## src/rtl/voice_allocator.sv

```systemverilog
// voice_allocator: maps note-on/note-off events onto a pool of synth voices.
// It takes one event at a time over a valid/ready handshake. For each event it
// picks a voice in this order: a retrigger of a voice already holding the note,
// then a fresh free voice, then a steal of the oldest voice. It then issues
// single-cycle writes on the synth register bus (number/value/write-enable).
//
// Build option: define VOICE_ALLOC_STEAL_EN so that a note-on arriving when
// every voice is busy steals the oldest voice. Without it, that note-on is
// dropped and o_Dropped pulses for one cycle.
//
// state      | meaning
// -----------+--------------------------------------------------------------
// S_IDLE     | ready for an event; the event is latched on accept
// S_SEARCH   | pick a voice from the voice table; the choice is registered
// S_WR_KEYOFF| write KeyOn=0 (retrigger, steal, or note-off)
// S_WR_FREQ1 | write the Op1 frequency
// S_WR_FREQ2 | write the Op2 frequency (shifted by OP2_SHIFT)
// S_WR_KEYON | write KeyOn=1 and update the voice table

module voice_allocator #(
    parameter int NUM_VOICES = 2,
    parameter int AGE_W      = 4,
    parameter int OP2_SHIFT  = 0
) (
    input  logic                  i_Clock,
    input  logic                  i_Reset,
    input  logic                  i_NoteValid,
    output logic                  o_NoteReady,
    input  logic                  i_NoteOn,
    input  logic [6:0]            i_NoteId,
    input  logic [23:0]           i_Frequency,
    output logic [7:0]            o_RegisterNumber,
    output logic [23:0]           o_RegisterValue,
    output logic                  o_RegisterWriteEnable,
    output logic                  o_Dropped,
    output logic [NUM_VOICES-1:0] o_ActiveVoices
);

    localparam int VW = (NUM_VOICES > 1) ? $clog2(NUM_VOICES) : 1;
    localparam logic [AGE_W-1:0] AGE_MAX = '1;

    localparam logic [3:0] OFS_FREQ1 = 4'h2;
    localparam logic [3:0] OFS_FREQ2 = 4'h4;
    localparam logic [3:0] OFS_KEYON = 4'h5;

    typedef enum logic [2:0] {
        S_IDLE,
        S_SEARCH,
        S_WR_KEYOFF,
        S_WR_FREQ1,
        S_WR_FREQ2,
        S_WR_KEYON
    } state_t;

    typedef enum logic [1:0] {
        D_NONE,   // no voice: dropped note-on, or note-off with no matching voice
        D_FRESH,  // free voice, so no key-off is needed first
        D_KILL    // voice is sounding: key-off first (retrigger, steal, note-off)
    } decision_t;

    state_t state_q, state_d;

    // latched event
    logic        ev_on_q;
    logic [6:0]  ev_id_q;
    logic [23:0] ev_freq_q;
    logic [23:0] freq_op2;

    // voice table
    logic [NUM_VOICES-1:0] busy_q;
    logic [6:0]            id_q  [NUM_VOICES];
    logic [AGE_W-1:0]      age_q [NUM_VOICES];

    // voice search
    logic            match_found, free_found;
    logic [VW-1:0]   match_idx, free_idx, old_idx;
    logic [AGE_W-1:0] old_age;
    decision_t       dec_kind;
    logic [VW-1:0]   dec_idx;
    logic [VW-1:0]   sel_q, sel_d;

    // registered outputs
    logic [7:0]  reg_num_q, reg_num_d;
    logic [23:0] reg_val_q, reg_val_d;
    logic        reg_we_q, reg_we_d;
    logic        dropped_q, dropped_d;

    logic        accept;

    assign o_NoteReady           = (state_q == S_IDLE);
    assign accept                = i_NoteValid && o_NoteReady;
    assign freq_op2              = ev_freq_q << OP2_SHIFT;
    assign o_RegisterNumber      = reg_num_q;
    assign o_RegisterValue       = reg_val_q;
    assign o_RegisterWriteEnable = reg_we_q;
    assign o_Dropped             = dropped_q;
    assign o_ActiveVoices        = busy_q;

    // State register
    always_ff @(posedge i_Clock) begin
        if (i_Reset) state_q <= S_IDLE;
        else         state_q <= state_d;
    end

    // Latch the event on accept; lock in the chosen voice when leaving SEARCH
    always_ff @(posedge i_Clock) begin
        if (i_Reset) begin
            ev_on_q   <= 1'b0;
            ev_id_q   <= '0;
            ev_freq_q <= '0;
            sel_q     <= '0;
        end else begin
            if (accept) begin
                ev_on_q   <= i_NoteOn;
                ev_id_q   <= i_NoteId;
                ev_freq_q <= i_Frequency;
            end
            sel_q <= sel_d;
        end
    end

    // Scan the voice table for a matching id, the first free voice, and the oldest voice
    always_comb begin
        match_found = 1'b0;
        match_idx   = '0;
        free_found  = 1'b0;
        free_idx    = '0;
        old_idx     = '0;
        old_age     = age_q[0];
        for (int v = 0; v < NUM_VOICES; v++) begin
            if (!match_found && busy_q[v] && (id_q[v] == ev_id_q)) begin
                match_found = 1'b1;
                match_idx   = VW'(v);
            end
            if (!free_found && !busy_q[v]) begin
                free_found = 1'b1;
                free_idx   = VW'(v);
            end
        end
        // strict '>' keeps ties on the lowest index
        for (int v = 1; v < NUM_VOICES; v++) begin
            if (age_q[v] > old_age) begin
                old_age = age_q[v];
                old_idx = VW'(v);
            end
        end
    end

    // Decide between retrigger, fresh, steal/drop (note-on) and match/none (note-off)
    always_comb begin
        dec_kind = D_NONE;
        dec_idx  = old_idx;
        if (ev_on_q) begin
            if (match_found) begin
                dec_kind = D_KILL;
                dec_idx  = match_idx;
            end else if (free_found) begin
                dec_kind = D_FRESH;
                dec_idx  = free_idx;
            end else begin
`ifdef VOICE_ALLOC_STEAL_EN
                dec_kind = D_KILL;
`else
                dec_kind = D_NONE;
`endif
            end
        end else if (match_found) begin
            dec_kind = D_KILL;
            dec_idx  = match_idx;
        end
    end

    // Next-state logic
    always_comb begin
        state_d = state_q;
        sel_d   = sel_q;
        case (state_q)
            S_IDLE: begin
                if (accept) state_d = S_SEARCH;
            end
            S_SEARCH: begin
                sel_d = dec_idx;
                case (dec_kind)
                    D_FRESH: state_d = S_WR_FREQ1;
                    D_KILL:  state_d = S_WR_KEYOFF;
                    default: state_d = S_IDLE;
                endcase
            end
            S_WR_KEYOFF: state_d = ev_on_q ? S_WR_FREQ1 : S_IDLE;
            S_WR_FREQ1:  state_d = S_WR_FREQ2;
            S_WR_FREQ2:  state_d = S_WR_KEYON;
            S_WR_KEYON:  state_d = S_IDLE;
            default:     state_d = S_IDLE;
        endcase
    end

    // Output logic: build the bus write for the state being entered so the outputs can be registered
    always_comb begin
        reg_we_d  = 1'b0;
        reg_num_d = reg_num_q;
        reg_val_d = reg_val_q;
        dropped_d = (state_q == S_SEARCH) && ev_on_q && (dec_kind == D_NONE);
        case (state_d)
            S_WR_KEYOFF: begin
                reg_we_d  = 1'b1;
                reg_num_d = {4'(sel_d), OFS_KEYON};
                reg_val_d = 24'h0;
            end
            S_WR_FREQ1: begin
                reg_we_d  = 1'b1;
                reg_num_d = {4'(sel_d), OFS_FREQ1};
                reg_val_d = ev_freq_q;
            end
            S_WR_FREQ2: begin
                reg_we_d  = 1'b1;
                reg_num_d = {4'(sel_d), OFS_FREQ2};
                reg_val_d = freq_op2;
            end
            S_WR_KEYON: begin
                reg_we_d  = 1'b1;
                reg_num_d = {4'(sel_d), OFS_KEYON};
                reg_val_d = 24'h1;
            end
            default: ;
        endcase
    end

    // Output registers
    always_ff @(posedge i_Clock) begin
        if (i_Reset) begin
            reg_we_q  <= 1'b0;
            reg_num_q <= '0;
            reg_val_q <= '0;
            dropped_q <= 1'b0;
        end else begin
            reg_we_q  <= reg_we_d;
            reg_num_q <= reg_num_d;
            reg_val_q <= reg_val_d;
            dropped_q <= dropped_d;
        end
    end

    // Voice table: claim the voice at key-on and age the others; free the voice on note-off key-off
    always_ff @(posedge i_Clock) begin
        if (i_Reset) begin
            busy_q <= '0;
            for (int v = 0; v < NUM_VOICES; v++) begin
                id_q[v]  <= '0;
                age_q[v] <= '0;
            end
        end else if (state_q == S_WR_KEYON) begin
            for (int v = 0; v < NUM_VOICES; v++) begin
                if (VW'(v) == sel_q) begin
                    busy_q[v] <= 1'b1;
                    id_q[v]   <= ev_id_q;
                    age_q[v]  <= '0;
                end else if (busy_q[v] && (age_q[v] != AGE_MAX)) begin
                    age_q[v]  <= age_q[v] + 1'b1;
                end
            end
        end else if ((state_q == S_WR_KEYOFF) && !ev_on_q) begin
            for (int v = 0; v < NUM_VOICES; v++) begin
                if (VW'(v) == sel_q) busy_q[v] <= 1'b0;
            end
        end
    end

endmodule

```

## config.mk

```make
export PLATFORM = sky130hd
export DESIGN_NAME = voice_allocator
export DESIGN_NICKNAME = d
export VERILOG_FILES = /design/src/rtl/voice_allocator.sv
export SDC_FILE = /design/constraint.sdc
export NUM_CORES = 1
export LEC_CHECK = 0
export ABC_AREA = 1
export CAP_MARGIN = 20
export CORE_UTILIZATION = 47
export DETAILED_ROUTE_END_ITERATION = 6
export PLACE_DENSITY = 0.86
export SYNTH_ARGS = -nofsm -noshare
export SYNTH_HDL_FRONTEND = slang
export SYNTH_SLANG_ARGS = --single-unit
```

## constraint.sdc

```tcl
create_clock -name i_Clock -period 2.2 [get_ports i_Clock]
set_clock_uncertainty 0.05 [all_clocks]
set_input_delay 0.22 -clock i_Clock [delete_from_list [all_inputs] [get_ports i_Clock]]
set_output_delay 0.22 -clock i_Clock [all_outputs]
set_load 0.01 [all_outputs]
```

==> impl_metrics.json, run 1 <==
{
  "rsz0062_at_grt": "yes",
  "cp_slowest_stage_delay_ps": 430,
  "fillers": 560,
  "cts_sinks": 90,
  "dieArea_um2": 8715,
  "vias_per_cell": 5.242,
  "clk_latency_ps": 360,
  "maxSlewViolCount": 0,
  "grt_util_all_layers": 0.2297,
  "antenna_left": 0,
  "grt_pass1_vias": 3311,
  "crit_top_cell": "nand2_2",
  "cts_buffer_depth": 2,
  "max_freq_mhz": 416.8,
  "fin_area_um2": 5366,
  "drv_cap": 0,
  "yosysSeqAreaShare": 0.5155,
  "clk_pin_slew_ps": 100,
  "crit_slowest_cell": "edfxtp_1",
  "async_flop_share": 0,
  "crit_chain": "or2_4 > nand3_2 > nor2_1 > nand2_2 > nand2_2 > a21oi_2 > inv_1 > ha_4 > nand2_2 > nand2_2 > inv_2 > nand2_4 > clkinv_8 > clkbuf_16 > nand2_2 > a21oi_2",
  "p_per_area_nw_per_um2": 653.2,
  "dpl.hpwl_um": 6245,
  "synth-edff-count": 22,
  "yosys_warnings": 0,
  "synth-seq-cells": 90,
  "setup_ws_ps": -199.5,
  "grt.overflow.total": 0,
  "port_buffers": 67,
  "vias": 3460,
  "synth.area.top_cells": "dfxtp_1 35%, edfxtp_1 17%, nand2_1 10%",
  "crit_type": "reg -> reg",
  "holdCritPathClass": "in -> reg",
  "tightestPinTransition_ps": 688.3,
  "drc": 0,
  "wl_per_cell_um": 15.54,
  "syn2layout_area_growth_pct": 36.81,
  "leakage_nw": 2.142,
  "die_x_um": 93.36,
  "grt_pass1_wl_um": 15450,
  "violations": "setup timing",
  "synthMostInstantiatedCell": "nand2_1",
  "critPathBufInv": 4,
  "power_mw": 3.506,
  "synth_top_family_by_area": "simple AND/OR/NAND/NOR gates",
  "finalHoldViolCount": 0,
  "drive_gt1_frac": 0.2652,
  "required_ps": 2360,
  "dp.cells": 632,
  "io_pins": 72,
  "clockRootBuffer": "clkbuf_8",
  "yosys.area.top_type": "dfxtp_1",
  "synthSimpleGateAreaFrac": 0.2469,
  "ys.flop_type": "dfxtp_1",
  "drt_wl_total_um": 10260,
  "initial_core_util": 0.4973,
  "synth_compound_area_frac": 0.1241,
  "post_synth_num_cell_types": 35,
  "cp-end-kind": "flop",
  "final_cells": 660,
  "status": "finished with violations",
  "synth_fa_ha_area_frac": 0.02552,
  "drt-initial-drc-count": 193,
  "synthMuxAreaShare": 0,
  "netlist.area_leader.share": 0.3470,
  "dpl-instance-area_um2": 4791,
  "cts-buffers-inserted": 9,
  "period_needed_ps": 2399,
  "ir_drop_mv": 0.3879,
  "crit_arrival_ps": 2560,
  "diodes": 0,
  "nNetsFinal": 596,
  "std_cell_rows": 32,
  "synth_commonest_cells": "104 x nand2_1, 68 x dfxtp_1, 42 x a21oi_1",
  "cts_max_level": 3,
  "synthXorXnorAreaFrac": 0.01340,
  "syn_inst": 463,
  "gp_congestion": 0.8695,
  "slew_headroom": 0.5412,
  "startpoint_type": "flop",
  "dieHeight_um": 93.36,
  "netlist_area_um2": 3923,
  "period_share": 1.091,
  "coreArea_um2": 7888,
  "crit_family": "simple AND/OR/NAND/NOR gates",
  "antenna_found_initial": 0,
  "grt_max_degree": 56,
  "first_pass_iters": 4,
  "cts_tree": "yes",
  "cp_max_fo": 6,
  "setup_viol": 29,
  "avgSynthCellArea_um2": 8.472
}
worst min-delay path, cell delays in order:
cell and delay, ps:
buf_2 110, nor2_1 60, nand2_1 60, nand2_1 40
flip-flops by register name, indices dropped and copies added (netlist names):
name and count:
o_Dropped 1, age_q 8, ev_freq_q 24, ev_id_q 7, id_q 14, ev_on_q 1, o_RegisterNumber 4, o_RegisterWriteEnable 1
o_ActiveVoices 2, state_q 3, sel_q 1, o_RegisterValue 24
final cells by class:
type | instances | area (µm²) | share of cell area
Tap cell | 102 | 127.6 | 0.02378
Timing Repair Buffer | 100 | 999.7 | 0.1863
Clock inverter | 5 | 58.81 | 0.01096
Multi-Input combinational cell | 310 | 1834 | 0.3418
Inverter | 42 | 170.2 | 0.03171
Sequential cell | 90 | 2023 | 0.3770
Clock buffer | 11 | 152.6 | 0.02844
routing by layer:
layer	track usage	share of wire
met1	0.2736	0.41
met2	0.4026	0.52
met3	0.04634	0.038
met4	0.09487	0.027
met5	0	0
cells in the final DEF, fill, tap and decap left out, types with 4 or more instances in the layout:
cell type        instances
nand2_1                 79
dfxtp_1                 67
clkdlybuf4s50_1         66
a21oi_1                 40
nand3_1                 36
nor2_1                  33
inv_1                   32
nand2_2                 30
buf_4                   25
edfxtp_1                22
a21oi_2                 21
nand2_4                 17
o21ai_0                 11
inv_2                    9
clkbuf_8                 9
ha_1                     6
xnor2_1                  4
nor2_2                   4
conb_1                   4
stage by stage:
stage	setup WS (ps)	utilization	hold slack [ps]	setup TNS (ps)
5_1_grt	-305.5	0.6804	136.7	-7782
3_5_place_dp	-177.1	0.6074	402.4	-4144
2_1_floorplan	15.32	-	331.3	0
4_1_cts	-75.32	0.6531	118.0	-1141
6_report	-199.5	0.6804	129.2	-4406
3_3_place_gp	-43.64	0.6074	396.3	-779.6
what timing repair did:
action	4_1_cts	5_1_grt
resized for setup	27	46
gates cloned	1	1
hold buffers	0	0
endpoints found under the setup margin	29	31
setup buffers	7	3
pin swaps	9	8
report_power, final:
part	switching (mW)	internal, mW
Combinational	0.267	0.225
Sequential	0.0541	1.76
Clock	0.600	0.600
Total	0.921	2.58
logic make-up (layout without fill, tap and decap cells):
group,count (synthesis),count (layout)
and+or+nand+nor,213,213
AOI/OAI and AO/OA,79,79
DFF,90,90
buffers and inverters,66,158
adders and majority gates,8,8
other,1,4
xor gates and xnor gates,6,6
worst paths after layout:
kind                                  start                               to  slack, ps  cells past startpoint
hold / removal                      i_Reset   o_ActiveVoices[1]$_SDFFE_PP0P_        130                      4
setup / recovery      id_q[0][10]$_DFFE_PP_  o_RegisterValue[3]$_SDFFE_PP0P_       -200                     16
hold reg to reg   ev_freq_q[8]$_SDFFE_PP0P_  o_RegisterValue[8]$_SDFFE_PP0P_        410                      2
setup reg to reg      id_q[0][10]$_DFFE_PP_  o_RegisterValue[3]$_SDFFE_PP0P_       -200                     16
(Power assumes the default switching activity.)
==> inputs of run 2 (changes only) <==
--- a/config.mk
+++ b/config.mk
@@ -10,6 +10,7 @@
 export CORE_UTILIZATION = 47
 export DETAILED_ROUTE_END_ITERATION = 6
 export PLACE_DENSITY = 0.86
+export REMOVE_ABC_BUFFERS = 1
 export SYNTH_ARGS = -nofsm -noshare
 export SYNTH_HDL_FRONTEND = slang
 export SYNTH_SLANG_ARGS = --single-unit
==> run 2 against run 1 <==
The flow still finishes with violations (setup timing); largest cell class unchanged; die area unchanged; first-iteration DRC count is 6.7% higher; cell count grew 0.15%; sequential share of layout area increased by 0.48 points; total power is 0.21% lower; global-route usage down 0.21 points; non-clock buffer count increased by 2.
==> impl_metrics.json, run 2 (synthesis results as in run 1) <==
{
  "cts_max_level": 3,
  "antenna_left": 0,
  "hold_buffers": 0,
  "cts_tree": "yes",
  "vias_per_cell": 5.262,
  "crit_type": "reg -> reg",
  "holdCritPathClass": "in -> reg",
  "cp_max_fo": 8,
  "crit_family": "simple AND/OR/NAND/NOR gates",
  "clockRootBuffer": "clkbuf_8",
  "startpoint_type": "flop",
  "power_mw": 3.498,
  "drive_gt1_frac": 0.2397,
  "maxSlewViolCount": 0,
  "grt_max_degree": 53,
  "cts_sinks": 90,
  "grt.overflow.total": 0,
  "final_cells": 661,
  "dieHeight_um": 93.36,
  "drv_cap": 0,
  "fin_area_um2": 5303,
  "die_x_um": 93.36,
  "drt_wl_total_um": 10100,
  "setup-tns-final_ps": -4607,
  "ir_drop_mv": 0.4379,
  "crit_arrival_ps": 2660,
  "vias": 3478,
  "diodes": 0,
  "cp_slowest_stage_delay_ps": 420,
  "crit_chain": "nand2_1 > nand2_1 > nor2_2 > nand3_2 > nor2_4 > inv_2 > nand2_4 > a21oi_4 > buf_6 > ha_4 > nand2_2 > nand4_4 > o21ai_4 > clkbuf_16 > nand2_4 > a21oi_2",
  "cp-end-kind": "flop",
  "drt-initial-drc-count": 206,
  "setup_ws_ps": -215.4,
  "dpl-instance-area_um2": 4776,
  "final_cell_mix": "94 x nand2_1, 66 x dfxtp_1, 66 x clkdlybuf4s50_1",
  "antenna_found_initial": 0,
  "grt_pass1_wl_um": 15370,
  "grt_pass1_vias": 3400,
  "grt_util_all_layers": 0.2276,
  "cts-buffers-inserted": 9,
  "tightestPinTransition_ps": 643.0,
  "crit_slowest_cell": "edfxtp_1",
  "dpl.hpwl_um": 6054,
  "critPathBufInv": 3,
  "dp_slack_ps": -148.0,
  "violations": "setup timing",
  "drc": 0,
  "fillers": 570,
  "wl_per_cell_um": 15.28,
  "dieArea_um2": 8715,
  "dp.cells": 630,
  "coreArea_um2": 7888,
  "setup_viol": 29,
  "p_per_area_nw_per_um2": 659.7,
  "rsz0062_at_grt": "yes",
  "period_needed_ps": 2415,
  "initial_core_util": 0.4973,
  "max_freq_mhz": 414.0,
  "period_share": 1.098,
  "first_pass_iters": 4,
  "std_cell_rows": 32,
  "port_buffers": 67,
  "finalHoldViolCount": 0,
  "syn2layout_area_growth_pct": 35.18,
  "gp_congestion": 0.8405,
  "clk_pin_slew_ps": 90,
  "status": "finished with violations",
  "slew_headroom": 0.5685,
  "leakage_nw": 2.098,
  "nNetsFinal": 598,
  "cts_buffer_depth": 2,
  "mostFrequentLayoutCell": "nand2_1",
  "required_ps": 2440,
  "io_pins": 72,
  "clk_latency_ps": 360
}
==> run 2: timing repair <==
item | CTS | global route
pin swaps | 1 | 11
gates resized for setup | 15 | 31
cloned | 0 | 2
endpoints found under the setup margin | 27 | 31
setup buffers | 14 | 0
==> run 2: worst paths after layout <==
kind                        startpoint  slack (ps)  cells after the start                              end
max               id_q[0][3]$_DFFE_PP_        -220                     16  o_RegisterValue[6]$_SDFFE_PP0P_
min                            i_Reset          90                      2                 sel_q$_SDFF_PP0_
max reg2reg       id_q[0][3]$_DFFE_PP_        -220                     16  o_RegisterValue[6]$_SDFFE_PP0P_
min reg2reg  ev_freq_q[8]$_SDFFE_PP0P_         420                      2  o_RegisterValue[8]$_SDFFE_PP0P_
==> run 2: cell type report <==
| cell class | instances | area [µm²] | share of cell area |
|---|---|---|---|
| sequential | 90 | 2024 | 0.3818 |
| inverter | 42 | 167.7 | 0.03162 |
| clock buffer | 11 | 162.7 | 0.03067 |
| timing repair buffer | 102 | 1016 | 0.1916 |
| tap | 102 | 127.6 | 0.02407 |
| clock inverter | 4 | 56.30 | 0.01062 |
| multi-input combinational | 310 | 1748 | 0.3296 |
==> run 2: per-layer routing <==
layer | up-vias | global-route usage | wire (µm) | part of all wire
met1 | 1612 | 0.2648 | 3935 | 0.39
met3 | 30 | 0.06667 | 720 | 0.071
met5 | - | 0 | 0 | 0
met2 | 158 | 0.3897 | 5193 | 0.51
met4 | 0 | 0.09615 | 251 | 0.025
li1 | 1678 | - | - | -
==> run 2: power breakdown <==
group,total [mW],internal [mW],switching [mW],leakage [nW]
Combinational,0.468,0.215,0.254,1.20
Sequential,1.81,1.76,0.0539,0.782
Clock,1.22,0.627,0.589,0.111
Total,3.50,2.60,0.896,2.10
==> run 2: per-stage QoR <==
step                hold slack, ps    util
floorplan                    232.4       -
global placement             393.8  0.6055
detailed placement           403.4  0.6055
CTS                          65.99  0.6515
global route                 77.96  0.6723
finish                       93.22  0.6723
==> inputs of run 3 (changes only) <==
--- a/config.mk
+++ b/config.mk
@@ -11,6 +11,7 @@
 export DETAILED_ROUTE_END_ITERATION = 6
 export PLACE_DENSITY = 0.86
 export REMOVE_ABC_BUFFERS = 1
+export SLEW_MARGIN = 20
 export SYNTH_ARGS = -nofsm -noshare
 export SYNTH_HDL_FRONTEND = slang
 export SYNTH_SLANG_ARGS = --single-unit
==> results of run 3 <==
Final layout, timing and power as in run 2 (identical DEF).
==> RTL change (config.mk and constraints of run 3) <==
The parameter `NUM_VOICES` goes from 2 to 4.
--- a/src/rtl/voice_allocator.sv
+++ b/src/rtl/voice_allocator.sv
@@ -20,3 +20,3 @@
 module voice_allocator #(
-    parameter int NUM_VOICES = 2,
+    parameter int NUM_VOICES = 4,
     parameter int AGE_W      = 4,
Interface: changed (resized o_ActiveVoices); port bits go from 72 to 74. The function was not compared with the original's and may differ.
==> RTL change against run 3 <==
The flow finishes with violations (DRC, setup timing); sequential cell count rose by 26; design area rose by 60%; via count increased by 89%; area after synthesis is 43% higher; power increased by 88%; worst setup slack got worse by 1.2 ns; die area increased by 42%; sequential power up 37%; routed wire length grew 140%; count of clock-buffer cells in the layout up 9; maximum frequency decreased by 34%; largest cell class is now multi-input gates; highest routed layer unchanged.
==> RTL change: results (changes against run 3) <==
.. list-table::
   :header-rows: 1

   * - Metric
     - Value
   * - Depth of the most critical reg-to-reg path
     - 27 (was 16)
   * - Power in combinational cells
     - 1.40 mW (was 0.468 mW)
   * - # H-tree levels
     - 4 (was 3)
   * - Remaining DRCs
     - 63 (was 0)
   * - Clk_lat worst skew
     - 0.43 ns (was 0.36 ns)
   * - Actual slew at the worst max-slew pin
     - 0.654 ns (was 0.643 ns)
   * - Slack of the critical path
     - -1.45 ns (was -0.215 ns)
   * - Relative contribution of sequential cells to total power
     - 37.7% (was 51.9%)
   * - Critical Path Sink
     - o_RegisterNumber[5]$_SDFFE_PP0P_ (was o_RegisterValue[6]$_SDFFE_PP0P_)
   * - Critical register-to-register path startpoint
     - age_q[0][2]$_SDFFCE_PN0P_ (was id_q[0][3]$_DFFE_PP_)
   * - Sequential share of the synthesized area
     - 49.4% (was 51.5%)
   * - Max rail drop VDD
     - 673 uV (was 438 uV)
   * - CP Max Fanout
     - 6 (was 8)
   * - Layout Nets
     - 945 (was 598)
   * - Clock slew seen by the registers of the worst setup and hold paths
     - 0.07 ns (was 0.09 ns)
   * - P_leak
     - 3.76 nW (was 2.10 nW)
   * - Violations in the final reports
     - DRC, setup timing (was setup timing)
   * - Final weighted congestion of routability-driven global placement
     - 0.849 (was 0.841)
   * - Power per Cell Area
     - 778 mW/mm^2 (was 660 mW/mm^2)
   * - Count of routing violations after the opening detailed-route iteration
     - 1027 (was 206)
   * - Total track usage
     - 34.1% (was 22.8%)
   * - Number of iterations in the first detailed-routing pass
     - 7 (was 4)
   * - Number of synthesized flops with an enable pin
     - 44 (was 22)
   * - Unique masters post-synth
     - 39 (was 35)
   * - Post-route worst hold slack
     - 0.315 ns (was 0.0932 ns)
   * - Outcome
     - complete, but fails checks (unchanged)
   * - Global-route wire length before repair
     - 32.3 mm (was 15.4 mm)
   * - Post-detailed-route via-to-cell ratio
     - 6.29 (was 5.26)
   * - Setup violation total in the final timing report
     - 38 (was 29)
-- RTL change: through the flow --
stage | util [%] | cells | setup slack, ns | TNS [ns]
final | 73.5 | 1048 | -1.45 | -27.07
after global routing | 73.5 | 1048 | -1.67 | -28.64
after CTS | 70.6 | 1040 | -1.12 | -12.18
after detailed placement | 60.6 | 982 | -1.49 | -15.62
after global placement | 60.6 | 982 | -1.24 | -12.29
after floorplan | - | 688 | -1.22 | -12.05
-- RTL change: per-layer routing --
layer / vias up / track usage (%) / share of wire (%)
met5: - / 0 / 0
met4: 0 / 25.3 / 9.5
met3: 256 / 9.68 / 13
met2: 727 / 57.1 / 45
met1: 2972 / 37.0 / 32
li1: 2632 / - / -
-- RTL change: cells by family after synthesis --
| logic type | Yosys count | share of synthesized area, % |
|---|---|---|
| simple gates | 351 | 25.6 |
| flops | 116 | 49.4 |
| fa+ha+maj | 18 | 4.03 |
| compound gates | 108 | 11.0 |
| xor+xnor | 14 | 2.19 |
| buf+inv | 104 | 7.65 |
| other cells | 1 | 0.0671 |
-- RTL change: what timing repair did --
item	4_1_cts	5_1_grt
cloned	4	0
endpoints found under the setup margin	33	34
setup buffers	23	15
gates resized for setup	107	85
pin swaps	44	51
-- RTL change: layout make-up --
| type | instances | area, um^2 |
|---|---|---|
| fill | 618 | 3060 |
| multi-input combinational | 495 | 2900 |
| sequential | 116 | 2770 |
| timing repair buffer | 184 | 1730 |
| clock buffer | 20 | 468 |
| inverter | 78 | 320 |
| tap | 143 | 179 |
| clock inverter | 12 | 92.6 |
